[src/rtl/ervp_txn_latency_probe.sv]
// ervp_txn_latency_probe
// Passive observer of one in-order request/response channel. Request
// handshakes push a timestamp into a small FIFO. Last response beats pop the
// head entry and report how many cycles the transaction took. Strobes for the
// stall/latency watchdog monitor and debug status are derived from this FIFO.
module ervp_txn_latency_probe #(
    parameter int BW_TIME        = 16,
    parameter int DEPTH          = 4,
    parameter int BW_OUTSTANDING = 3
) (
    input  logic                      clk,
    input  logic                      rstnn,
    input  logic                      enable,
    input  logic                      clear,
    input  logic                      req_valid,
    input  logic                      req_ready,
    input  logic                      rsp_valid,
    input  logic                      rsp_ready,
    input  logic                      rsp_last,
    output logic                      monitor_init,
    output logic                      monitor_count,
    output logic                      latency_valid,
    output logic [BW_TIME-1:0]        latency,
    output logic [BW_OUTSTANDING-1:0] num_outstanding,
    output logic                      overflow,
    output logic                      underflow
);

    localparam int AW = $clog2(DEPTH);

    // The extra pointer bit is a wrap flag, so equal indices with different
    // wrap flags mean full and identical pointers mean empty.
    localparam logic [AW:0]        PTR_ONE   = {{AW{1'b0}}, 1'b1};
    localparam logic [AW:0]        DEPTH_CNT = DEPTH[AW:0];
    localparam logic [BW_TIME-1:0] TS_ONE    = {{(BW_TIME-1){1'b0}}, 1'b1};

    logic [BW_TIME-1:0]        r_ts;
    logic [BW_TIME-1:0]        r_mem [DEPTH];
    logic [AW:0]               r_wptr;
    logic [AW:0]               r_rptr;

    logic                      r_monitor_init;
    logic                      r_monitor_count;
    logic                      r_latency_valid;
    logic [BW_TIME-1:0]        r_latency;
    logic [BW_OUTSTANDING-1:0] r_num_outstanding;
    logic                      r_overflow;
    logic                      r_underflow;

    logic [AW:0]               w_count;
    logic                      w_empty;
    logic                      w_full;
    logic                      w_push_req;
    logic                      w_pop_req;
    logic                      w_push;
    logic                      w_pop;
    logic                      w_overflow_evt;
    logic                      w_underflow_evt;
    logic [AW:0]               w_next_count;
    logic [BW_TIME-1:0]        w_head_latency;

    assign w_count   = r_wptr - r_rptr;
    assign w_empty   = (w_count == {(AW+1){1'b0}});
    assign w_full    = (w_count == DEPTH_CNT);

    assign w_push_req = enable & req_valid & req_ready;
    assign w_pop_req  = enable & rsp_valid & rsp_ready & rsp_last;

    // A pop only sees entries written in earlier cycles, so an empty FIFO
    // rejects the pop even if a push lands in the same cycle.
    assign w_pop           = w_pop_req & ~w_empty;
    assign w_underflow_evt = w_pop_req & w_empty;

    // A full FIFO still accepts a push when the head leaves in the same cycle.
    assign w_push          = w_push_req & (~w_full | w_pop);
    assign w_overflow_evt  = w_push_req & w_full & ~w_pop;

    // Modular subtraction gives the latency across timestamp wrap.
    assign w_head_latency  = r_ts - r_mem[r_rptr[AW-1:0]];

    // Occupancy after this cycle's accepted push/pop.
    always_comb begin
        w_next_count = w_count;
        case ({w_push, w_pop})
            2'b10:   w_next_count = w_count + PTR_ONE;
            2'b01:   w_next_count = w_count - PTR_ONE;
            default: w_next_count = w_count;
        endcase
    end

    // Free-running timestamp; independent of enable and clear.
    always_ff @(posedge clk or negedge rstnn) begin
        if (!rstnn) begin
            r_ts <= '0;
        end else begin
            r_ts <= r_ts + TS_ONE;
        end
    end

    // Request timestamp storage, written at the write pointer on each push.
    always_ff @(posedge clk or negedge rstnn) begin
        if (!rstnn) begin
            for (int i = 0; i < DEPTH; i++) begin
                r_mem[i] <= '0;
            end
        end else if (w_push && !clear) begin
            r_mem[r_wptr[AW-1:0]] <= r_ts;
        end
    end

    // FIFO pointers; clear empties the FIFO ahead of any handshake.
    always_ff @(posedge clk or negedge rstnn) begin
        if (!rstnn) begin
            r_wptr <= '0;
            r_rptr <= '0;
        end else if (clear) begin
            r_wptr <= '0;
            r_rptr <= '0;
        end else begin
            if (w_push) begin
                r_wptr <= r_wptr + PTR_ONE;
            end
            if (w_pop) begin
                r_rptr <= r_rptr + PTR_ONE;
            end
        end
    end

    // Registered strobes, latency result, occupancy and sticky error flags.
    always_ff @(posedge clk or negedge rstnn) begin
        if (!rstnn) begin
            r_monitor_init    <= 1'b0;
            r_monitor_count   <= 1'b0;
            r_latency_valid   <= 1'b0;
            r_latency         <= '0;
            r_num_outstanding <= '0;
            r_overflow        <= 1'b0;
            r_underflow       <= 1'b0;
        end else if (clear) begin
            r_monitor_init    <= 1'b0;
            r_monitor_count   <= 1'b0;
            r_latency_valid   <= 1'b0;
            r_latency         <= '0;
            r_num_outstanding <= '0;
            r_overflow        <= 1'b0;
            r_underflow       <= 1'b0;
        end else begin
            r_monitor_init    <= w_pop;
            r_latency_valid   <= w_pop;
            r_monitor_count   <= enable & (w_next_count != {(AW+1){1'b0}});
            r_num_outstanding <= BW_OUTSTANDING'(w_next_count);
            if (w_pop) begin
                r_latency <= w_head_latency;
            end
            if (w_overflow_evt) begin
                r_overflow <= 1'b1;
            end
            if (w_underflow_evt) begin
                r_underflow <= 1'b1;
            end
        end
    end

    assign monitor_init    = r_monitor_init;
    assign monitor_count   = r_monitor_count;
    assign latency_valid   = r_latency_valid;
    assign latency         = r_latency;
    assign num_outstanding = r_num_outstanding;
    assign overflow        = r_overflow;
    assign underflow       = r_underflow;

endmodule

[config.mk]
export PLATFORM = sky130hd
export DESIGN_NAME = ervp_txn_latency_probe
export DESIGN_NICKNAME = d
export VERILOG_FILES = /design/src/rtl/ervp_txn_latency_probe.sv
export SDC_FILE = /design/constraint.sdc
export NUM_CORES = 1
export LEC_CHECK = 0
export CORE_ASPECT_RATIO = 1.1
export CORE_MARGIN = 2
export CORE_UTILIZATION = 54
export CTS_BUF_LIST = sky130_fd_sc_hd__clkbuf_16
export DETAILED_ROUTE_END_ITERATION = 6
export PLACE_DENSITY = 0.78
export RECOVER_POWER = 50
export SLEW_MARGIN = 20
export SYNTH_ARGS = -nofsm -noshare
export SYNTH_HDL_FRONTEND = slang
export SYNTH_SLANG_ARGS = --single-unit
[constraint.sdc]
create_clock -name clk -period 3.1 [get_ports clk]
set_input_delay 0.62 -clock clk [delete_from_list [all_inputs] [get_ports clk]]
set_output_delay 0.62 -clock clk [all_outputs]
set_load 0.02 [all_outputs]
# After elaboration in Yosys (flattened, before gate mapping)
# Cells that the tools add are included.
# W data, S select, Z words.
# classes
n_addsub	7
mul	0
n_div	0
n_lt_le_gt_ge	3
eq_ne	3
n_shift	0
muxes	20
bitwise_logic	17
n_reduce_logical	9
# op_table
op	count
$mux W16	5
$bwmux W64	1
$bmux W16 S2	1
$demux W16 S2	1
$add A16 B1 Y16 const B	1
$sub A16 B16 Y16	1
$mux W3	5
$and A1 B1 Y1	11
$add A3 B1 Y3 const B	3
$reduce_bool A2 Y1	4
$ge A3 B3 Y1 const B	2
$mux W1	6
$not A2 Y3	2
$pmux W3 S2	1
$eq A3 B3 Y1 const B	1
$logic_not A3 Y1	1
$lt A3 B1 Y1 const B	1
$not A1 Y1	3
$reduce_bool A3 Y1	1
$sub A3 B1 Y3 const B	1
$sub A3 B3 Y3	1
$eq A2 B1 Y1 const B	1
$eq A2 B2 Y1 const B	1
$logic_and A1 B1 Y1	2
2 further kinds	2
# word_totals
regBits	109
latchBits	0
ram_bits	0
romBits	0
out_inout_bits	24
mem_count	0

# Logic depth before layout (Yosys ltp)
# Gate-level depths: netlist (run 1).
# logic_depth
depth_word	11
mapped_depth	14
depth_no_buf	14

# Worst setup path before layout (run 1)
# No wires, ideal clock.
# synth_path
path_kind	register -> register
from	register r_wptr[0]
to	register r_monitor_count (netlist: monitor_count)
arrival_ns	3.225
setup_slack_ns	-0.189
stages_incl_launch_ff	15
path_cell_list	dfrtp_1 inv_1 ha_1 fa_1 nand2_1 o21ai_0 inv_1 clkbuf_1 ha_1 inv_1 fa_1 xor2_1 or3_1 a21oi_1 o21a_1
# synth_via
elab_chain_len	11
elab_cells_between_ends	16
# synth_rtl
item	line_no	rtl
start, declared	39	logic [AW:0] r_wptr;
start signal, assigned	121	r_wptr <= r_wptr + PTR_ONE;
$sub A3 B3 Y3 (*)	62	assign w_count = r_wptr - r_rptr;
$logic_not A3 Y1	63	assign w_empty = (w_count == {(AW+1){1'b0}});
$not A1 Y1	71	assign w_pop = w_pop_req & ~w_empty;
$and A1 B1 Y1	71	
$or A1 B1 Y1	75	assign w_push = w_push_req & (~w_full | w_pop);
$and A1 B1 Y1	75	
$eq A2 B1 Y1 or $eq A2 B2 Y1 (tied branches)	84	case ({w_push, w_pop})
$pmux W3 S2 (*)	84	
$reduce_bool A3 Y1 (*)	150	r_monitor_count <= enable & (w_next_count != {(AW+1){1'b0}});
$and A1 B1 Y1 (*)	150	
$mux W1 (*)	139	end else if (clear) begin
end signal, assigned	150	
end, declared	43	logic r_monitor_count;
# Every way passes the cells marked *; elsewhere a longest branch is shown, timed or not.
# A chain may end at the register's enable or synchronous reset.

# Worst setup path after layout (run 1)
# layout_path
from	register r_rptr[0]
to	register r_monitor_count (netlist: monitor_count)
# layout_via
elab_chain_len	11
elab_cells_between_ends	16
# layout_rtl
item	line_no	rtl
start, declared	40	logic [AW:0] r_rptr;
start signal, assigned	124	r_rptr <= r_rptr + PTR_ONE;
$sub A3 B3 Y3 (*)	62	
$logic_not A3 Y1	63	
$not A1 Y1	71	
$and A1 B1 Y1	71	
$or A1 B1 Y1	75	
$and A1 B1 Y1	75	
$eq A2 B1 Y1 or $eq A2 B2 Y1 (tied branches)	84	
$pmux W3 S2 (*)	84	
$reduce_bool A3 Y1 (*)	150	
$and A1 B1 Y1 (*)	150	
$mux W1 (*)	139	
# Marked as above.

==> summary.txt, run 1 <==
Outcome
  – Status: finished, violations left
  – Failing checks: max-capacitance violations, max-slew violations, negative setup slack

Power and ir drop
  – VDD IR-drop max: 0.259 mV
  – Pwr Total: 2.96 mW
  – Power Dens Cells: 438 nW/um^2
  – Reported leakage power: 3.26 nW

Cells and area
  – Total of fill cells in the finished design: 751
  – Area taken by flip-flops and latches: 2730 sq um
  – Layout cells sized above 1: 0.304
  – Antenna Diode Count: 0
  – Final Util: 0.651
  – Layout Cells excl Fill: 659
  – Area of combinational cells with multiple inputs: 2890 sq um
  – Final Cell Area: 6770 sq um
  – Area added between synthesis and finish: 17.9%
  – Number of nets in the layout: 546

Placed design
  – Buffers added on ports: 32
  – DP Cell Count: 628
  – GPL Wtd Cong: 0.840
  – Half-perimeter wire length of the detailed placement result: 7.78 mm
  – Post-place setup slack: -0.0501 ns
  – Area after DPL: 6300 sq um

Timing
  – Post-layout minimum cycle time: 3.11 ns
  – Minimum setup slack in the final design: -0.0131 ns
  – Period Utilization, post-route: 1.00
  – Post-route worst hold slack: 0.455 ns
  – Worst slew margin: -0.164
  – Final Skew: 0.00958 ns
  – RSZ-0062 raised after global routing: yes
  – Least-Margin Pin Slew: 1.75 ns
  – Achievable clock frequency: 321 MHz
  – Final count of hold timing violations: 0
  – Setup violation total in the final timing report: 2
  – Max-slew violation count: 73
  – Setup Total Neg Slack: -0.0153 ns

Floorplanning
  – # rows: 39
  – Core footprint: 10,400 sq um
  – DIE HEIGHT: 112 um
  – Total I/O pin count: 33
  – Area of the die: 11,500 sq um
  – Initial Utilization: 0.552
  – Die width: 102 um

Worst setup path
  – Critical-path cell list: ha_4 > fa_2 > xor3_2 > nor3b_4 > nor2_4 > inv_4 > ha_4 > inv_2 > fa_2 > nor2b_4 > nor2b_4 > a311oi_2 > o21a_1
  – Worst setup path category: reg -> reg
  – Worst path bufs/invs: 2
  – Worst path required time: 3.39 ns
  – Largest fanout on the critical path: 3
  – Largest incremental delay on the critical path: 0.45 ns
  – Gate family responsible for the most delay along the worst path: adder cells
  – Critical path data arrival time: 3.40 ns
  – Category of the worst setup path capture point: flop
  – Cell with the largest stage delay on the worst path: dfrtp_2
  – CP Launch Type: flop

Logic synthesis
  – Number of cells produced by synthesis: 453
  – Total nets after synthesis: 488
  – Unique cell type count in the Yosys netlist: 49
  – Count of flip-flops with a built-in enable after synthesis: 0
  – Post-synthesis sequential element count: 109
  – Largest area contributor in the synthesized netlist: dfrtp_1
  – Post-synthesis async set-or-reset flop share: 1.00
  – Part of the Yosys area used for sequential elements: 0.475
  – Most used standard cell by instance count after synthesis: dfrtp_1
  – Largest cells by area after synthesis: dfrtp_1 (48%), mux2_4 (10%), mux4_2 (6.3%)
  – Synth Cell Area: 5740 sq um
  – Area fraction of the dominant cell type after synthesis: 0.475
  – Synth cell count leaders: dfrtp_1 (109), mux2_4 (40), nand2_1 (35), mux2_2 (24)
  – Mean instance size in the synthesized netlist: 12.7 sq um
  – Number of warning messages in the yosys log: 0
  – Top FF cell, synth: dfrtp_1

Global route
  – GRT Resource Usage Total: 0.220
  – GRT Residual Overflow: 0
  – Global-route wire length before repair: 19.5 mm
  – Largest net degree at the start of global routing: 73
  – Initial antenna violation count: 0
  – Via count of the first global-routing pass: 3,891

Min path
  – Worst Hold Class: reg -> reg

Drt
  – Routed Wire Length: 12.1 mm
  – Starting DRC count in detailed routing: 173
  – Vias: 3,805
  – Number of design rule violations left after detail routing: 0
  – Detailed-routing iteration count for the pre-antenna-repair pass: 4
  – Average via count per standard cell: 5.77
  – Routed WL per cell: 18.3 um
  – Routed Antenna Nets: 0

Clocking
  – Hold_buf cts: 0
  – Clock latency at the later pin of the worst-skew pair: 0.35 ns
  – Root buffer selected by CTS: clkbuf_16
  – Clock input transition at the sequential cells of the worst setup and hold paths: 0.08 ns
  – Total CTS buffers: 9
  – TritonCTS clock tree: yes
  – CTS H-tree lvls: 3
  – CTS Buffer Depth: 2
  – Num Clock Sinks: 109

Job
  – Max-cap violation count: 1
[cells in the final DEF, fill, tap and decap left out, types with 4 or more instances in the layout]
cell             count
nor3_1               5
dfrtp_1            108
a211oi_1             7
xor2_1               7
clkdlybuf4s50_1     31
nand2_1             34
a21oi_1             19
ha_1                21
clkbuf_16            9
a21o_1               4
nand3_1             12
nor2_1              23
buf_4               29
xnor2_1             20
mux2_4              40
inv_1               19
o21ai_0              8
mux4_2              16
mux2_2              24
and3_1              10
nand2_4              4
[sequential cells by signal, summed over array words and instances, names as in the netlist]
signal	count
num_outstanding	3
underflow	1
r_wptr	3
overflow	1
r_mem	64
monitor_count	1
latency	16
r_rptr	3
latency_valid	1
r_ts	16
[where the power goes]
part           leakage, nW  internal (mW)  switching, mW
clock                0.143          0.622          0.521
sequential            1.49           1.45         0.0166
combinational         1.63          0.164          0.185
total                 3.26           2.24          0.723
[cell families (layout without fill, tap and decap cells)]
kind of cell | after synthesis | after routing | synth area share
flops | 109 | 109 | 0.475
simple gates | 107 | 107 | 0.0981
mux | 80 | 80 | 0.214
compound gates | 61 | 61 | 0.0702
buf+inv | 42 | 105 | 0.0362
xor+xnor | 28 | 28 | 0.0455
fa+ha+maj | 26 | 26 | 0.0606
[repair_timing]
item,4_1_cts,5_1_grt
buffers inserted,3,12
endpoints found under the hold margin,0,0
resized for setup,3,16
pin swaps,3,10
endpoints found under the setup margin,1,5
[worst paths after layout]
check,cells after the start,start,to,slack [ns]
max,13,r_rptr[0],monitor_count,-0.01
min,1,r_ts[0],r_ts[0],0.46
max reg2reg,13,r_rptr[0],monitor_count,-0.01
min reg2reg,1,r_ts[0],r_ts[0],0.46
max in group asynchronous,2,rstnn,r_mem[11],0.76
min in group asynchronous,1,rstnn,latency[0],0.73
[routing by layer]
metal | part of all wire | track usage | routed length [um]
met5 | 0 | 0 | 0
met4 | 0.024 | 0.0862 | 285
met3 | 0.033 | 0.0280 | 396
met2 | 0.52 | 0.366 | 6270
met1 | 0.43 | 0.293 | 5140
[final cells by class]
class,count,share of cell area
Clock inverter,7,0.00998
Timing Repair Buffer,67,0.0882
Multi-Input combinational cell,302,0.426
Sequential cell,109,0.403
Tap cell,143,0.0264
Clock buffer,9,0.0333
Inverter,22,0.0126
Note: power is estimated with default switching activity, not from simulation.
==> run 2: changes to the inputs <==
--- a/config.mk
+++ b/config.mk
@@ -8,8 +8,8 @@
 export CORE_ASPECT_RATIO = 1.1
 export CORE_MARGIN = 2
-export CORE_UTILIZATION = 54
+export CORE_UTILIZATION = 43
 export CTS_BUF_LIST = sky130_fd_sc_hd__clkbuf_16
 export DETAILED_ROUTE_END_ITERATION = 6
-export PLACE_DENSITY = 0.78
+export PLACE_DENSITY = 0.65
 export RECOVER_POWER = 50
 export SLEW_MARGIN = 20
==> constraint.sdc (replaced) <==
create_clock -name clk -period 3.1 [get_ports clk]
set_input_delay 0.62 -clock clk [delete_from_list [all_inputs] [get_ports clk]]
set_output_delay 0.62 -clock clk [all_outputs]
set_load 0.05 [all_outputs]
==> summary.txt, run 2 (synthesis results as in run 1) <==
Clocking
  – Clock input transition at the sequential cells of the worst setup and hold paths: 0.07 ns
  – CTS Buffer Depth: 2
  – Num Clock Sinks: 109
  – Hold_buf cts: 0
  – Total CTS buffers: 9
  – CTS H-tree lvls: 3
  – TritonCTS clock tree: yes
  – Root buffer selected by CTS: clkbuf_16
  – Clock latency at the later pin of the worst-skew pair: 0.34 ns

Cells and area
  – Total of fill cells in the finished design: 1,115
  – Layout cells sized above 1: 0.305
  – Number of nets in the layout: 549
  – Area added between synthesis and finish: 18.3%
  – Antenna Diode Count: 0
  – Flip-flop count of the largest register after layout: 64
  – Layout Cells excl Fill: 679
  – Final Util: 0.518
  – Commonest cells after routing, fill and taps aside: dfrtp_1 (109), mux2_4 (40), nand2_1 (34), buf_4 (33), clkdlybuf4s50_1 (31)
  – Leading cell type in the layout, fill and taps excluded: dfrtp_1
  – Most flop-heavy register: r_mem

Drt
  – Detailed-routing iteration count for the pre-antenna-repair pass: 4
  – Routed Antenna Nets: 0
  – Average via count per standard cell: 5.44
  – Routed WL per cell: 17.2 um
  – Routed Wire Length: 11.7 mm
  – Vias: 3,693
  – Starting DRC count in detailed routing: 236
  – Number of design rule violations left after detail routing: 0

Worst setup path
  – Depth of the worst register-to-register path: 13
  – Critical path data arrival time: 3.33 ns
  – Worst setup path category: reg -> reg
  – CP Launch Type: flop
  – Critical-path cell list: ha_2 > fa_1 > nand2_2 > nor3b_4 > nor2_4 > inv_4 > ha_4 > inv_2 > fa_2 > xor2_2 > or3_4 > a21oi_4 > o21a_1
  – Category of the worst setup path capture point: flop
  – Cell with the largest stage delay on the worst path: fa_1
  – Worst path required time: 3.39 ns
  – Largest fanout on the critical path: 2
  – Largest incremental delay on the critical path: 0.58 ns

Floorplanning
  – Total I/O pin count: 33
  – Die width: 114 um
  – # rows: 44
  – DIE HEIGHT: 125 um
  – Initial Utilization: 0.438
  – Core footprint: 13,100 sq um
  – Area of the die: 14,300 sq um

Placed design
  – GPL Wtd Cong: 0.801
  – DP Cell Count: 649
  – Buffers added on ports: 32
  – Half-perimeter wire length of the detailed placement result: 7.94 mm
  – Post-place setup slack: -0.0741 ns

Timing
  – Setup Total Neg Slack: 0 ns
  – Achievable clock frequency: 329 MHz
  – Max-slew violation count: 0
  – Least-Margin Pin Slew: 1.42 ns
  – Worst slew margin: 0.0549
  – Period Utilization, post-route: 0.981
  – Minimum setup slack in the final design: 0.0581 ns
  – Final Skew: 0.00480 ns
  – Setup violation total in the final timing report: 0
  – RSZ-0062 raised after global routing: yes
  – Post-layout minimum cycle time: 3.04 ns
  – Final count of hold timing violations: 0

Global route
  – Initial antenna violation count: 0
  – GR Layer Usage met2: 0.289
  – Met3 GRT Util: 0.0228
  – Most Crowded Layer GR: met2
  – Met1 Use GR: 0.232
  – Largest net degree at the start of global routing: 59
  – GRT Resource Usage Total: 0.173
  – Via count of the first global-routing pass: 3,887
  – GRT Residual Overflow: 0
  – Global-route wire length before repair: 19.7 mm

Outcome
  – Status: complete, no violations

Power and ir drop
  – Switch Pwr: 0.701 mW
  – Pwr Total: 2.93 mW
  – Clock network power share: 0.379
  – Internal power consumption: 2.23 mW
  – Flop pwr share: 0.501
  – Switch share: 0.239
  – Power Dens Cells: 432 nW/um^2
  – Gate power share: 0.119
  – VDD IR-drop max: 0.275 mV
  – Reported leakage power: 3.27 nW

Job
  – Max-cap violation count: 0

Min path
  – Worst Hold Class: reg -> reg
  – Hold Path Depth: 1
## run 2: path summary, 6_finish.rpt
kind                            from                  to  slack [ns]
setup / recovery           r_rptr[0]       monitor_count        0.06
hold / removal               r_ts[0]             r_ts[0]        0.44
setup reg to reg           r_rptr[0]       monitor_count        0.06
hold reg to reg              r_ts[0]             r_ts[0]        0.44
max in group asynchronous      rstnn  num_outstanding[1]        0.85
min in group asynchronous      rstnn           r_mem[50]        0.59
## run 2: cell type report
class	count	area, sq um	area share
repair buffers	70	616	0.0907
clock inverters	6	57.6	0.00848
clock buffers	9	225	0.0332
inverters	22	85.1	0.0125
flip-flops and latches	109	2730	0.402
multi-input cells	302	2880	0.424
well taps	161	201	0.0297
## run 2: repair_timing
| action | 4_1_cts | 5_1_grt |
|---|---|---|
| setup endpoints to repair | 1 | 5 |
| pin swaps | 2 | 9 |
| buffers inserted | 1 | 14 |
| gates resized for setup | 2 | 15 |
## run 2: power by group through the flow
stage | Sequential [mW] | Clock, mW | Combinational, mW
2_1_floorplan | 1.51 | 0 | 0.209
3_3_place_gp | 1.50 | 0 | 0.331
3_5_place_dp | 1.50 | 0 | 0.341
4_1_cts | 1.47 | 1.13 | 0.342
5_1_grt | 1.47 | 1.18 | 0.387
6_report | 1.47 | 1.11 | 0.350
## run 2: layer usage
layer | share of wire | up-vias | wire length [um]
met3 | 0.022 | 10 | 257
li1 | - | 1741 | -
met5 | 0 | - | 0
met4 | 0.015 | 0 | 178
met2 | 0.51 | 46 | 5990
met1 | 0.45 | 1896 | 5290
## run 2: critical path, delay by kind of cell (launching register included)
family | cells | cell delay (ns)
buf+inv | 2 | 0.10
fa+ha+maj | 4 | 1.25
xor+xnor | 1 | 0.15
compound gates | 2 | 0.29
flops | 1 | 0.43
simple gates | 4 | 0.77
## run 2: metrics by stage
stage | hold WS [ns] | cell area [sq um]
6_report | 0.444 | 6790
5_1_grt | 0.483 | 6790
4_1_cts | 0.358 | 6660
3_5_place_dp | 0.443 | 6350
3_3_place_gp | 0.435 | 6350
2_1_floorplan | 0.324 | 5760
